$ cat config.mk
export PLATFORM = sky130hd
export DESIGN_NAME = pci_parity_unit_flat
export DESIGN_NICKNAME = d
export VERILOG_FILES = /design/src/rtl/pci_parity_pkg.sv /design/src/rtl/pci_parity_unit_if.sv /design/src/rtl/pci_par_lane.sv /design/src/rtl/pci_parity_unit.sv /design/src/flat_wrapper.sv
export SDC_FILE = /design/constraint.sdc
export NUM_CORES = 1
export LEC_CHECK = 0
export BUFFER_PORTS_ARGS = -buffer_cell sky130_fd_sc_hd__clkbuf_2
export CORE_MARGIN = 2
export CORE_UTILIZATION = 40
export CTS_CLUSTER_DIAMETER = 200
export CTS_CLUSTER_SIZE = 16
export DETAILED_ROUTE_END_ITERATION = 6
export PLACE_DENSITY = 0.75
export SLEW_MARGIN = 10
export SYNTH_ARGS = -nofsm -noshare
export SYNTH_HDL_FRONTEND = slang
export SYNTH_SLANG_ARGS = --single-unit
$ cat constraint.sdc
create_clock -name CLK -period 3.1 [get_ports CLK]
set_clock_uncertainty 0.1 [all_clocks]
set_input_delay 0.93 -clock CLK [delete_from_list [all_inputs] [get_ports CLK]]
set_output_delay 0.93 -clock CLK [all_outputs]
set_load 0.05 [all_outputs]
$ cat src/rtl/pci_parity_pkg.sv
// Shared constants, phase type and the lane parity helper for the PCI parity unit.
package pci_parity_pkg;
  localparam int LANE_W      = 32;
  localparam int BE_PER_LANE = 4;

  typedef enum logic {
    PH_DATA = 1'b0,
    PH_ADDR = 1'b1
  } phase_e;

  // Even parity: the result makes the lane plus its PAR bit carry an even count of ones.
  function automatic logic lane_parity(input logic [LANE_W-1:0]      ad,
                                       input logic [BE_PER_LANE-1:0] cbe_n);
    return ^{ad, cbe_n};
  endfunction
endpackage

$ cat src/rtl/pci_parity_unit_if.sv
// Bus-side signal bundle of the PCI parity unit; slave is the unit, master the surrounding agent.
interface pci_parity_unit_if #(
  parameter int DATA_W = 32,
  parameter int CNT_W  = 8
);
  logic [DATA_W-1:0]   AD;
  logic [DATA_W/8-1:0] CBE_N;
  logic                PAR_IN;
  logic                PAR64_IN;
  logic                GEN_EN;
  logic                CHK_EN;
  logic                ADDR_PH;
  logic                WIDE;
  logic                PERR_EN;
  logic                SERR_EN;
  logic                STAT_CLR;
  logic                PAR_OUT;
  logic                PAR_OE;
  logic                PAR64_OUT;
  logic                PAR64_OE;
  logic                PERR_N;
  logic                PERR_OE;
  logic                SERR_N;
  logic                DPE;
  logic                SSE;
  logic [CNT_W-1:0]    ERR_CNT;

  modport master (
    output AD, CBE_N, PAR_IN, PAR64_IN, GEN_EN, CHK_EN, ADDR_PH, WIDE,
           PERR_EN, SERR_EN, STAT_CLR,
    input  PAR_OUT, PAR_OE, PAR64_OUT, PAR64_OE, PERR_N, PERR_OE, SERR_N,
           DPE, SSE, ERR_CNT
  );

  modport slave (
    input  AD, CBE_N, PAR_IN, PAR64_IN, GEN_EN, CHK_EN, ADDR_PH, WIDE,
           PERR_EN, SERR_EN, STAT_CLR,
    output PAR_OUT, PAR_OE, PAR64_OUT, PAR64_OE, PERR_N, PERR_OE, SERR_N,
           DPE, SSE, ERR_CNT
  );
endinterface

$ cat src/rtl/pci_par_lane.sv
// One 32-bit parity lane: parity of this cycle's AD/C/BE# registered for the next cycle,
// together with the generate and check valids that travel alongside it.
module pci_par_lane
  import pci_parity_pkg::*;
(
  input  logic                   clk,
  input  logic                   rst_n,
  input  logic [LANE_W-1:0]      ad,
  input  logic [BE_PER_LANE-1:0] cbe_n,
  input  logic                   gen_en,
  input  logic                   chk_en,
  output logic                   par,
  output logic                   gen_vld,
  output logic                   chk_vld
);
  logic par_d, par_q;
  logic gen_vld_d, gen_vld_q;
  logic chk_vld_d, chk_vld_q;

  // The same registered parity serves both the driven PAR and the received-phase check.
  always_comb begin
    par_d     = lane_parity(ad, cbe_n);
    gen_vld_d = gen_en;
    chk_vld_d = chk_en;
  end

  // Lane pipeline register; reset drops any pending phase immediately.
  always_ff @(posedge clk or negedge rst_n) begin
    if (!rst_n) begin
      par_q     <= 1'b0;
      gen_vld_q <= 1'b0;
      chk_vld_q <= 1'b0;
    end else begin
      par_q     <= par_d;
      gen_vld_q <= gen_vld_d;
      chk_vld_q <= chk_vld_d;
    end
  end

  assign par     = par_q;
  assign gen_vld = gen_vld_q;
  assign chk_vld = chk_vld_q;
endmodule

$ cat src/rtl/pci_parity_unit.sv
// PCI PAR/PAR64 generator and checker with PERR#/SERR# signalling, sticky DPE/SSE
// and a saturating parity error counter.
module pci_parity_unit
  import pci_parity_pkg::*;
#(
  parameter int DATA_W = 32,
  parameter int CNT_W  = 8
) (
  input  logic            CLK,
  input  logic            RST_N,
  pci_parity_unit_if.slave bus
);
  localparam logic [CNT_W-1:0] CNT_MAX = '1;

  logic   p_lo, p_hi, gen_lo, gen_hi, chk_lo, chk_hi;
  logic   chk_err, data_err, addr_err, perr_hit, serr_hit;
  phase_e phase_d, phase_q;
  logic   perr_n_d, perr_n_q, perr_oe_d, perr_oe_q, serr_n_d, serr_n_q;
  logic   dpe_d, dpe_q, sse_d, sse_q;
  logic [CNT_W-1:0] cnt_d, cnt_q;

  pci_par_lane u_lane_lo (
    .clk     (CLK),
    .rst_n   (RST_N),
    .ad      (bus.AD[LANE_W-1:0]),
    .cbe_n   (bus.CBE_N[BE_PER_LANE-1:0]),
    .gen_en  (bus.GEN_EN),
    .chk_en  (bus.CHK_EN),
    .par     (p_lo),
    .gen_vld (gen_lo),
    .chk_vld (chk_lo)
  );

  // High lane exists only on a 64-bit bus; its valids carry the registered WIDE qualifier.
  generate
    if (DATA_W == 64) begin : g_hi
      pci_par_lane u_lane_hi (
        .clk     (CLK),
        .rst_n   (RST_N),
        .ad      (bus.AD[DATA_W-1:LANE_W]),
        .cbe_n   (bus.CBE_N[DATA_W/8-1:BE_PER_LANE]),
        .gen_en  (bus.GEN_EN & bus.WIDE),
        .chk_en  (bus.CHK_EN & bus.WIDE),
        .par     (p_hi),
        .gen_vld (gen_hi),
        .chk_vld (chk_hi)
      );
    end else begin : g_no_hi
      logic unused_wide;
      assign unused_wide = bus.WIDE;
      assign p_hi   = 1'b0;
      assign gen_hi = 1'b0;
      assign chk_hi = 1'b0;
    end
  endgenerate

  // Stage-2 compare against PAR/PAR64 sampled one clock after the phase, then error response.
  always_comb begin
    chk_err  = chk_lo & ((bus.PAR_IN != p_lo) | (chk_hi & (bus.PAR64_IN != p_hi)));
    data_err = chk_err & (phase_q == PH_DATA);
    addr_err = chk_err & (phase_q == PH_ADDR);
    perr_hit = data_err & bus.PERR_EN;
    serr_hit = addr_err & bus.PERR_EN & bus.SERR_EN;

    phase_d   = bus.CHK_EN ? (bus.ADDR_PH ? PH_ADDR : PH_DATA) : phase_q;
    perr_n_d  = ~perr_hit;
    // PERR# keeps its enable one clock past the last low so it is driven high before release.
    perr_oe_d = perr_hit | ~perr_n_q;
    serr_n_d  = ~serr_hit;

    dpe_d = dpe_q;
    sse_d = sse_q;
    cnt_d = cnt_q;
    if (bus.STAT_CLR) begin
      dpe_d = 1'b0;
      sse_d = 1'b0;
      cnt_d = '0;
    end
    // A new error in the same cycle as the clear wins over it.
    if (chk_err) begin
      dpe_d = 1'b1;
      cnt_d = (cnt_d == CNT_MAX) ? cnt_d : cnt_d + CNT_W'(1);
    end
    if (serr_hit) sse_d = 1'b1;
  end

  // Error-reporting and status registers.
  always_ff @(posedge CLK or negedge RST_N) begin
    if (!RST_N) begin
      phase_q   <= PH_DATA;
      perr_n_q  <= 1'b1;
      perr_oe_q <= 1'b0;
      serr_n_q  <= 1'b1;
      dpe_q     <= 1'b0;
      sse_q     <= 1'b0;
      cnt_q     <= '0;
    end else begin
      phase_q   <= phase_d;
      perr_n_q  <= perr_n_d;
      perr_oe_q <= perr_oe_d;
      serr_n_q  <= serr_n_d;
      dpe_q     <= dpe_d;
      sse_q     <= sse_d;
      cnt_q     <= cnt_d;
    end
  end

  assign bus.PAR_OUT   = p_lo;
  assign bus.PAR_OE    = gen_lo;
  assign bus.PAR64_OUT = p_hi;
  assign bus.PAR64_OE  = gen_hi;
  assign bus.PERR_N    = perr_n_q;
  assign bus.PERR_OE   = perr_oe_q;
  assign bus.SERR_N    = serr_n_q;
  assign bus.DPE       = dpe_q;
  assign bus.SSE       = sse_q;
  assign bus.ERR_CNT   = cnt_q;
endmodule

$ cat src/flat_wrapper.sv
// flat-port wrapper written by rule: the top's interface ports become plain ports
module pci_parity_unit_flat import pci_parity_pkg::*;
#(
  parameter int DATA_W = 32,
  parameter int CNT_W  = 8
)
  (CLK, RST_N, bus_AD, bus_CBE_N, bus_PAR_IN, bus_PAR64_IN, bus_GEN_EN, bus_CHK_EN, bus_ADDR_PH, bus_WIDE, bus_PERR_EN, bus_SERR_EN, bus_STAT_CLR, bus_PAR_OUT, bus_PAR_OE, bus_PAR64_OUT, bus_PAR64_OE, bus_PERR_N, bus_PERR_OE, bus_SERR_N, bus_DPE, bus_SSE, bus_ERR_CNT);
  pci_parity_unit_if #(.DATA_W(DATA_W), .CNT_W(CNT_W)) bus_i ();
  input  logic CLK;
  input  logic RST_N;
  input wire logic [$bits(bus_i.AD)-1:0] bus_AD;
  input wire logic [$bits(bus_i.CBE_N)-1:0] bus_CBE_N;
  input wire logic [$bits(bus_i.PAR_IN)-1:0] bus_PAR_IN;
  input wire logic [$bits(bus_i.PAR64_IN)-1:0] bus_PAR64_IN;
  input wire logic [$bits(bus_i.GEN_EN)-1:0] bus_GEN_EN;
  input wire logic [$bits(bus_i.CHK_EN)-1:0] bus_CHK_EN;
  input wire logic [$bits(bus_i.ADDR_PH)-1:0] bus_ADDR_PH;
  input wire logic [$bits(bus_i.WIDE)-1:0] bus_WIDE;
  input wire logic [$bits(bus_i.PERR_EN)-1:0] bus_PERR_EN;
  input wire logic [$bits(bus_i.SERR_EN)-1:0] bus_SERR_EN;
  input wire logic [$bits(bus_i.STAT_CLR)-1:0] bus_STAT_CLR;
  output wire logic [$bits(bus_i.PAR_OUT)-1:0] bus_PAR_OUT;
  output wire logic [$bits(bus_i.PAR_OE)-1:0] bus_PAR_OE;
  output wire logic [$bits(bus_i.PAR64_OUT)-1:0] bus_PAR64_OUT;
  output wire logic [$bits(bus_i.PAR64_OE)-1:0] bus_PAR64_OE;
  output wire logic [$bits(bus_i.PERR_N)-1:0] bus_PERR_N;
  output wire logic [$bits(bus_i.PERR_OE)-1:0] bus_PERR_OE;
  output wire logic [$bits(bus_i.SERR_N)-1:0] bus_SERR_N;
  output wire logic [$bits(bus_i.DPE)-1:0] bus_DPE;
  output wire logic [$bits(bus_i.SSE)-1:0] bus_SSE;
  output wire logic [$bits(bus_i.ERR_CNT)-1:0] bus_ERR_CNT;
  assign bus_i.AD = bus_AD;
  assign bus_i.CBE_N = bus_CBE_N;
  assign bus_i.PAR_IN = bus_PAR_IN;
  assign bus_i.PAR64_IN = bus_PAR64_IN;
  assign bus_i.GEN_EN = bus_GEN_EN;
  assign bus_i.CHK_EN = bus_CHK_EN;
  assign bus_i.ADDR_PH = bus_ADDR_PH;
  assign bus_i.WIDE = bus_WIDE;
  assign bus_i.PERR_EN = bus_PERR_EN;
  assign bus_i.SERR_EN = bus_SERR_EN;
  assign bus_i.STAT_CLR = bus_STAT_CLR;
  assign bus_PAR_OUT = bus_i.PAR_OUT;
  assign bus_PAR_OE = bus_i.PAR_OE;
  assign bus_PAR64_OUT = bus_i.PAR64_OUT;
  assign bus_PAR64_OE = bus_i.PAR64_OE;
  assign bus_PERR_N = bus_i.PERR_N;
  assign bus_PERR_OE = bus_i.PERR_OE;
  assign bus_SERR_N = bus_i.SERR_N;
  assign bus_DPE = bus_i.DPE;
  assign bus_SSE = bus_i.SSE;
  assign bus_ERR_CNT = bus_i.ERR_CNT;
  pci_parity_unit #(.DATA_W(DATA_W), .CNT_W(CNT_W)) u_core (.CLK(CLK), .RST_N(RST_N), .bus(bus_i));
endmodule
==> results of run 1 <==
## through the flow
stage          power [W]  hold slack [ns]
4_1_cts         0.000767            0.360
2_1_floorplan   0.000558            0.347
6_report        0.000754            0.355
5_1_grt         0.000798            0.373
3_3_place_gp    0.000635            0.324
3_5_place_dp    0.000644            0.334
## registers in the layout (all words and copies together), names as in the netlist
register and cells:
u_core.u_lane_lo.chk_vld 1, u_core.bus.SERR_N 1, u_core.bus.DPE 1, u_core.u_lane_lo.gen_vld 1, u_core.phase_q 1, u_core.u_lane_lo.par 1, u_core.bus.SSE 1, u_core.bus.PERR_N 1
u_core.bus.ERR_CNT 8, u_core.bus.PERR_OE 1
## power groups by stage
stage	Combinational [W]	Clock, W	Sequential [W]
finish	0.000356	0.000121	0.000277
global route	0.000385	0.000130	0.000283
CTS	0.000363	0.000126	0.000278
detailed placement	0.000362	0	0.000282
global placement	0.000353	0	0.000282
floorplan	0.000178	0	0.000380
## routing by layer
layer	vias up	global-route usage
li1	436	-
met1	368	0.137
met2	46	0.272
met3	5	0.0215
met4	0	0.0610
met5	-	0
## final timing paths
kind | from | endpoint | slack [ns] | depth (start not counted)
max in group asynchronous | RST_N | u_core.bus.SERR_N | 2.13 | 1
min | u_core.bus.PERR_N | u_core.bus.PERR_OE | 0.35 | 1
min reg2reg | u_core.bus.PERR_N | u_core.bus.PERR_OE | 0.35 | 1
max | bus_STAT_CLR | u_core.bus.ERR_CNT[5] | 0.89 | 6
min in group asynchronous | RST_N | u_core.bus.ERR_CNT[5] | 0.44 | 1
max reg2reg | u_core.u_lane_lo.par | u_core.bus.ERR_CNT[5] | 1.26 | 5
## cell usage after synthesis
library cell / number
a21oi_1: 2
nand2_1: 3
conb_1: 1
clkbuf_1: 1
dfstp_2: 2
xnor2_1: 33
inv_1: 4
xnor3_1: 1
nand2b_1: 3
nor2b_1: 2
nor3b_1: 2
a31oi_1: 1
nor2_4: 1
o21ai_1: 3
nor2_1: 5
nand4_1: 1
and2_1: 1
a311oi_1: 1
nand3_2: 1
mux2_2: 2
nand3_1: 1
xor2_1: 5
dfrtp_1: 15
or4b_4: 1
nor3_1: 2
nor4_2: 1
buf_4: 2
nand3b_1: 1
## cell type report
type | count | area share
clock inverters | 1 | 0.00361
multi-input cells | 75 | 0.421
well taps | 30 | 0.0271
inverters | 4 | 0.0108
flip-flops and latches | 17 | 0.308
repair buffers | 59 | 0.213
clock buffers | 3 | 0.0162
## worst register-to-register path, delay by kind of cell, from the launching register on
| kind | cells | cell delay, ns |
|---|---|---|
| mux | 1 | 0.26 |
| flops | 1 | 0.40 |
| simple gates | 2 | 0.68 |
| xor+xnor | 1 | 0.24 |
| compound gates | 1 | 0.08 |
## logic make-up (layout without fill, tap and decap cells)
group / count (synthesis) / after routing
and+or+nand+nor: 25 / 25
AOI/OAI and AO/OA: 7 / 7
muxes: 2 / 2
xor gates and xnor gates: 39 / 39
buffers and inverters: 7 / 67
other: 1 / 2
DFF: 17 / 17
==> flow_summary_export.csv, run 1 <==
group,metric,value,unit
routing,wl_met2,1010,um
logic_synthesis,yosys.cell_types.count,28,
timing,setup_viol,0,
place,post-place-ws,0.577,ns
grt,first_global_vias,791,
power_and_ir_drop,comb_power_share,0.473,
logic_synthesis,synthCells,98,
power_and_ir_drop,p_sw_frac,0.399,
timing,rsz0062_at_grt,"false",
place,gp_congestion,0.636,
place,dp_hpwl,1670,um
clock_tree,postCtsHoldBufs,0,
cells_and_area,stdcell_count,189,
cells_and_area,final_util,0.560,
routing,met3_length,190,um
routing,drt_iter0_drc,7,
cells_and_area,mostFrequentLayoutCell,"clkbuf_2",
critical_path,crit_type,"input port to register",
timing,fmax,453,MHz
routing,via_per_inst,4.52,
clock_tree,post_cts_buffers,0,
grt,grt_util_all_layers,0.137,
routing,dr.pass1.iters,4,
timing,setup-tns-final,0,ns
timing,setup_ws,0.894,ns
worst_hold_path,worstHoldPathType,"register to register",
routing,routed.top_layer,"met4",
cells_and_area,multiInputGateArea,584,um^2
logic_synthesis,synth_simple_gate_area_frac,0.152,
clock_tree,clock_path_buffers,2,
floorplan,fp.dieW,55.0,um
cells_and_area,final_cell_mix,"59 x clkbuf_2, 33 x xnor2_1, 15 x dfrtp_1",
logic_synthesis,synth-seq-area-share,0.411,
routing,wl_met1,712,um
job,cap_violations,0,
critical_path,crit_path_cell_trace,"clkbuf_2, nand2b_1, or4b_4, nor2_4, o21ai_1, mux2_2",
logic_synthesis,synthAdderAreaFrac,0,
critical_path,slowest_delay,0.52,ns
grt,grt-ovfl-total,0,
place,dp_cells,185,
critical_path,crit_required,3.20,ns
logic_synthesis,avgSynthCellArea,10.6,um^2
power_and_ir_drop,peakVddDrop,0.000282,V
logic_synthesis,synthMuxAreaShare,0.0216,
critical_path,endpoint_kind,"register",
floorplan,core,0.00248,mm^2
critical_path,cp_num_buf_inv,1,
cells_and_area,drive_gt1_frac,0.447,
routing,routedWlPerCell,10.3,um
clock_tree,clk_latency,0.30,ns
run_status,outcome,"finished clean",
timing,drv_slew,0,
routing,drt.antenna.violating_nets,0,
logic_synthesis,synth_top_family_by_area,"XOR/XNOR gates",
routing,routed_wl,1950,um
floorplan,initial_core_util,0.421,
clock_tree,cts_buffers,3,
clock_tree,cts_tree,"done",
place,numPortBuffers,59,
place,place_area,0.00136,mm^2
timing,fin_crit_sh,0.712,
clock_tree,cts.sinks,17,
cells_and_area,synthToLayoutAreaGrowth,33.1,%
floorplan,io_pins,64,
power_and_ir_drop,p_seq_frac,0.368,
routing,num_vias,855,
critical_path,crit_slowest_cell,"or4b_4",
power_and_ir_drop,p_per_area,544,mW/mm^2
clock_tree,cts_root_buf,"clkbuf_4",
clock_tree,cts_resized,0,
cells_and_area,regArea,428,um^2
logic_synthesis,ys_warn_count,0,
power_and_ir_drop,p_int,0.000453,W
grt,grt_pass1_wl,2960,um
logic_synthesis,yosysTopAreaCellShare,0.360,
timing,finalHoldViolations,0,
cells_and_area,fin_area,0.00139,mm^2
cells_and_area,diodes,0,
cells_and_area,num-fill-cells,238,
cells_and_area,num-nets-final,207,
power_and_ir_drop,switching_power,0.000301,W
power_and_ir_drop,p_leak,0.660,nW
logic_synthesis,netlist_area,0.00104,mm^2
logic_synthesis,yosysTopAreaCell,"dfrtp_1",
clock_tree,cts_max_level,1,
logic_synthesis,synth-compound-area-share,0.0384,
grt,grt_max_degree,18,
critical_path,cp_top_family,"simple AND/OR/NAND/NOR gates",
timing,period_needed,2.21,ns
floorplan,die-area,0.00303,mm^2
clock_tree,clk_pin_slew,0.10,ns
power_and_ir_drop,clockPowerShare,0.160,
critical_path,critPathMaxFanout,11,
grt,antenna_found_initial,0,
logic_synthesis,synthTopCellsByArea,"dfrtp_1 36%, xnor2_1 28%, dfstp_2 5.0%",
logic_synthesis,synth-seq-cells,17,
logic_synthesis,synth_xor_area_frac,0.341,
routing,drc,0,
critical_path,crit_path_start_kind,"input port",
floorplan,fp-row-count,18,
floorplan,fp.dieH,55.0,um
critical_path,critPathArrivalTime,2.30,ns
(Power assumes the default switching activity.)
==> run 2: changes to the inputs <==
--- a/config.mk
+++ b/config.mk
@@ -7,7 +7,7 @@
 export LEC_CHECK = 0
 export BUFFER_PORTS_ARGS = -buffer_cell sky130_fd_sc_hd__clkbuf_2
 export CORE_MARGIN = 2
-export CORE_UTILIZATION = 40
+export CORE_UTILIZATION = 38
 export CTS_CLUSTER_DIAMETER = 200
 export CTS_CLUSTER_SIZE = 16
 export DETAILED_ROUTE_END_ITERATION = 6
==> constraint.sdc (replaced) <==
create_clock -name CLK -period 1.86 [get_ports CLK]
set_clock_uncertainty 0.1 [all_clocks]
set_input_delay 0.558 -clock CLK [delete_from_list [all_inputs] [get_ports CLK]]
set_output_delay 0.558 -clock CLK [all_outputs]
set_load 0.05 [all_outputs]
==> flow_summary_export.csv, run 2 (same netlist as run 1, synthesis figures left out) <==
group,metric,value,unit
run_status,outcome,"finished clean",
critical_path,slowest_delay,0.51,ns
clock_tree,clock_path_buffers,2,
floorplan,fp.dieW,56.4,um
critical_path,cp_num_buf_inv,0,
power_and_ir_drop,total_power,0.00126,W
routing,routedWlPerCell,10.3,um
power_and_ir_drop,p_leak,0.665,nW
critical_path,crit_path_cell_trace,"xor2_2, or4b_4, nor2_4, o21ai_2, mux2_4",
timing,fin_crit_sh,0.968,
job,cap_violations,0,
routing,dr.pass1.iters,4,
floorplan,fp.dieH,56.4,um
cells_and_area,fin_area,0.00142,mm^2
timing,setup_viol,0,
power_and_ir_drop,peakVddDrop,0.000777,V
cells_and_area,mostFrequentLayoutCell,"clkbuf_2",
critical_path,critPathMaxFanout,5,
cells_and_area,final_cell_mix,"59 x clkbuf_2, 33 x xnor2_1, 10 x dfrtp_1",
critical_path,rr_worst_depth,5,
floorplan,core,0.00254,mm^2
clock_tree,clk_latency,0.29,ns
place,numPortBuffers,59,
routing,via_per_inst,4.66,
grt,grt_max_degree,18,
grt,grt-ovfl-total,0,
cells_and_area,multiInputGateArea,599,um^2
critical_path,crit_type,"register to register",
critical_path,critPathArrivalTime,1.89,ns
floorplan,initial_core_util,0.410,
clock_tree,cts_tree,"done",
critical_path,r2r_slack,0.06,ns
power_and_ir_drop,p_per_area,888,mW/mm^2
cells_and_area,num-fill-cells,237,
floorplan,die-area,0.00318,mm^2
routing,num_vias,891,
critical_path,cp_top_family,"simple AND/OR/NAND/NOR gates",
cells_and_area,regArea,434,um^2
critical_path,reg2reg_from,"u_core.u_lane_lo.par",
grt,first_global_vias,875,
clock_tree,cts_max_level,1,
grt,grt_util_all_layers,0.138,
floorplan,io_pins,64,
critical_path,crit_required,1.95,ns
timing,setup_ws,0.0600,ns
clock_tree,cts.sinks,17,
routing,drt.antenna.violating_nets,0,
timing,setup-tns-final,0,ns
critical_path,crit_slowest_cell,"or4b_4",
clock_tree,clk_pin_slew,0.10,ns
timing,period_needed,1.80,ns
routing,routed_wl,1970,um
cells_and_area,num-nets-final,209,
cells_and_area,diodes,0,
floorplan,fp-row-count,18,
timing,finalHoldViolations,0,
place,dp_hpwl,1720,um
routing,drt_iter0_drc,4,
critical_path,crit_path_start_kind,"register",
critical_path,r2r_end,"u_core.bus.ERR_CNT[5]",
worst_hold_path,worstHoldPathType,"input port to async pin",
cells_and_area,synthToLayoutAreaGrowth,36.6,%
timing,drv_slew,0,
timing,fmax,556,MHz
cells_and_area,largest_reg_flops,8,
cells_and_area,drive_gt1_frac,0.497,
routing,drc,0,
place,place_area,0.00138,mm^2
clock_tree,post_cts_buffers,0,
clock_tree,cts_root_buf,"clkbuf_4",
place,gp_congestion,0.697,
place,post-place-ws,-0.245,ns
cells_and_area,final_util,0.559,
critical_path,endpoint_kind,"register",
timing,rsz0062_at_grt,"true",
grt,antenna_found_initial,0,
grt,grt_pass1_wl,3430,um
clock_tree,cts_buffers,3,
run 2: cell types whose count changed in the layout (fill, tap and decap cells not counted), sizes merged:
cell / previous run / this run
buf: 0 / 2
run 2: layout make-up:
class,instances,area share
well taps,30,0.0264
flip-flops and latches,17,0.305
inverters,4,0.0105
clock inverters,1,0.00351
multi-input cells,75,0.421
repair buffers,61,0.218
clock buffers,3,0.0158
run 2: worst register-to-register path, delay by kind of cell, from the launching register on:
kind | cells | cell delay [ns]
multiplexers | 1 | 0.25
AO/OA/AOI/OAI | 1 | 0.07
AND/OR/NAND/NOR | 2 | 0.69
flip-flops | 1 | 0.43
XOR/XNOR | 1 | 0.15
run 2: repair_timing:
| action | 4_1_cts | 5_1_grt |
|---|---|---|
| pin swaps | 0 | 3 |
| gates resized for setup | 1 | 2 |
| setup endpoints to repair | 2 | 2 |
| hold buffers | 0 | 0 |
run 2: worst max-delay path by stage:
stage / slack, ns / start / endpoint / cells after the start
floorplan: -0.03 / bus_PAR_IN / u_core.bus.ERR_CNT[5] / 5
global placement: -0.20 / bus_PAR_IN / u_core.bus.ERR_CNT[5] / 6
detailed placement: -0.24 / bus_PAR_IN / u_core.bus.ERR_CNT[5] / 6
CTS: 0.02 / u_core.u_lane_lo.par / u_core.bus.ERR_CNT[5] / 5
global route: -0.009 / u_core.u_lane_lo.par / u_core.bus.ERR_CNT[6] / 5
finish: 0.06 / u_core.u_lane_lo.par / u_core.bus.ERR_CNT[5] / 5
run 2: report_power, final:
part / switching (W) / internal, W
combinational: 0.000338 / 0.000254
clock: 0.000117 / 0.0000800
sequential: 0.0000448 / 0.000430
total: 0.000500 / 0.000765
run 2: per-layer routing:
layer | vias up | GRT usage | wire (um)
li1 | 437 | - | -
met1 | 402 | 0.138 | 670
met2 | 48 | 0.259 | 1060
met3 | 4 | 0.0369 | 198
met4 | 0 | 0.0714 | 45
met5 | - | 0 | 0
run 2: metrics by stage:
| stage | hold WS, ns | instances |
|---|---|---|
| floorplan | 0.162 | 99 |
| global placement | 0.324 | 187 |
| detailed placement | 0.330 | 187 |
| CTS | 0.0858 | 191 |
| global route | 0.0937 | 191 |
| finish | 0.0790 | 191 |
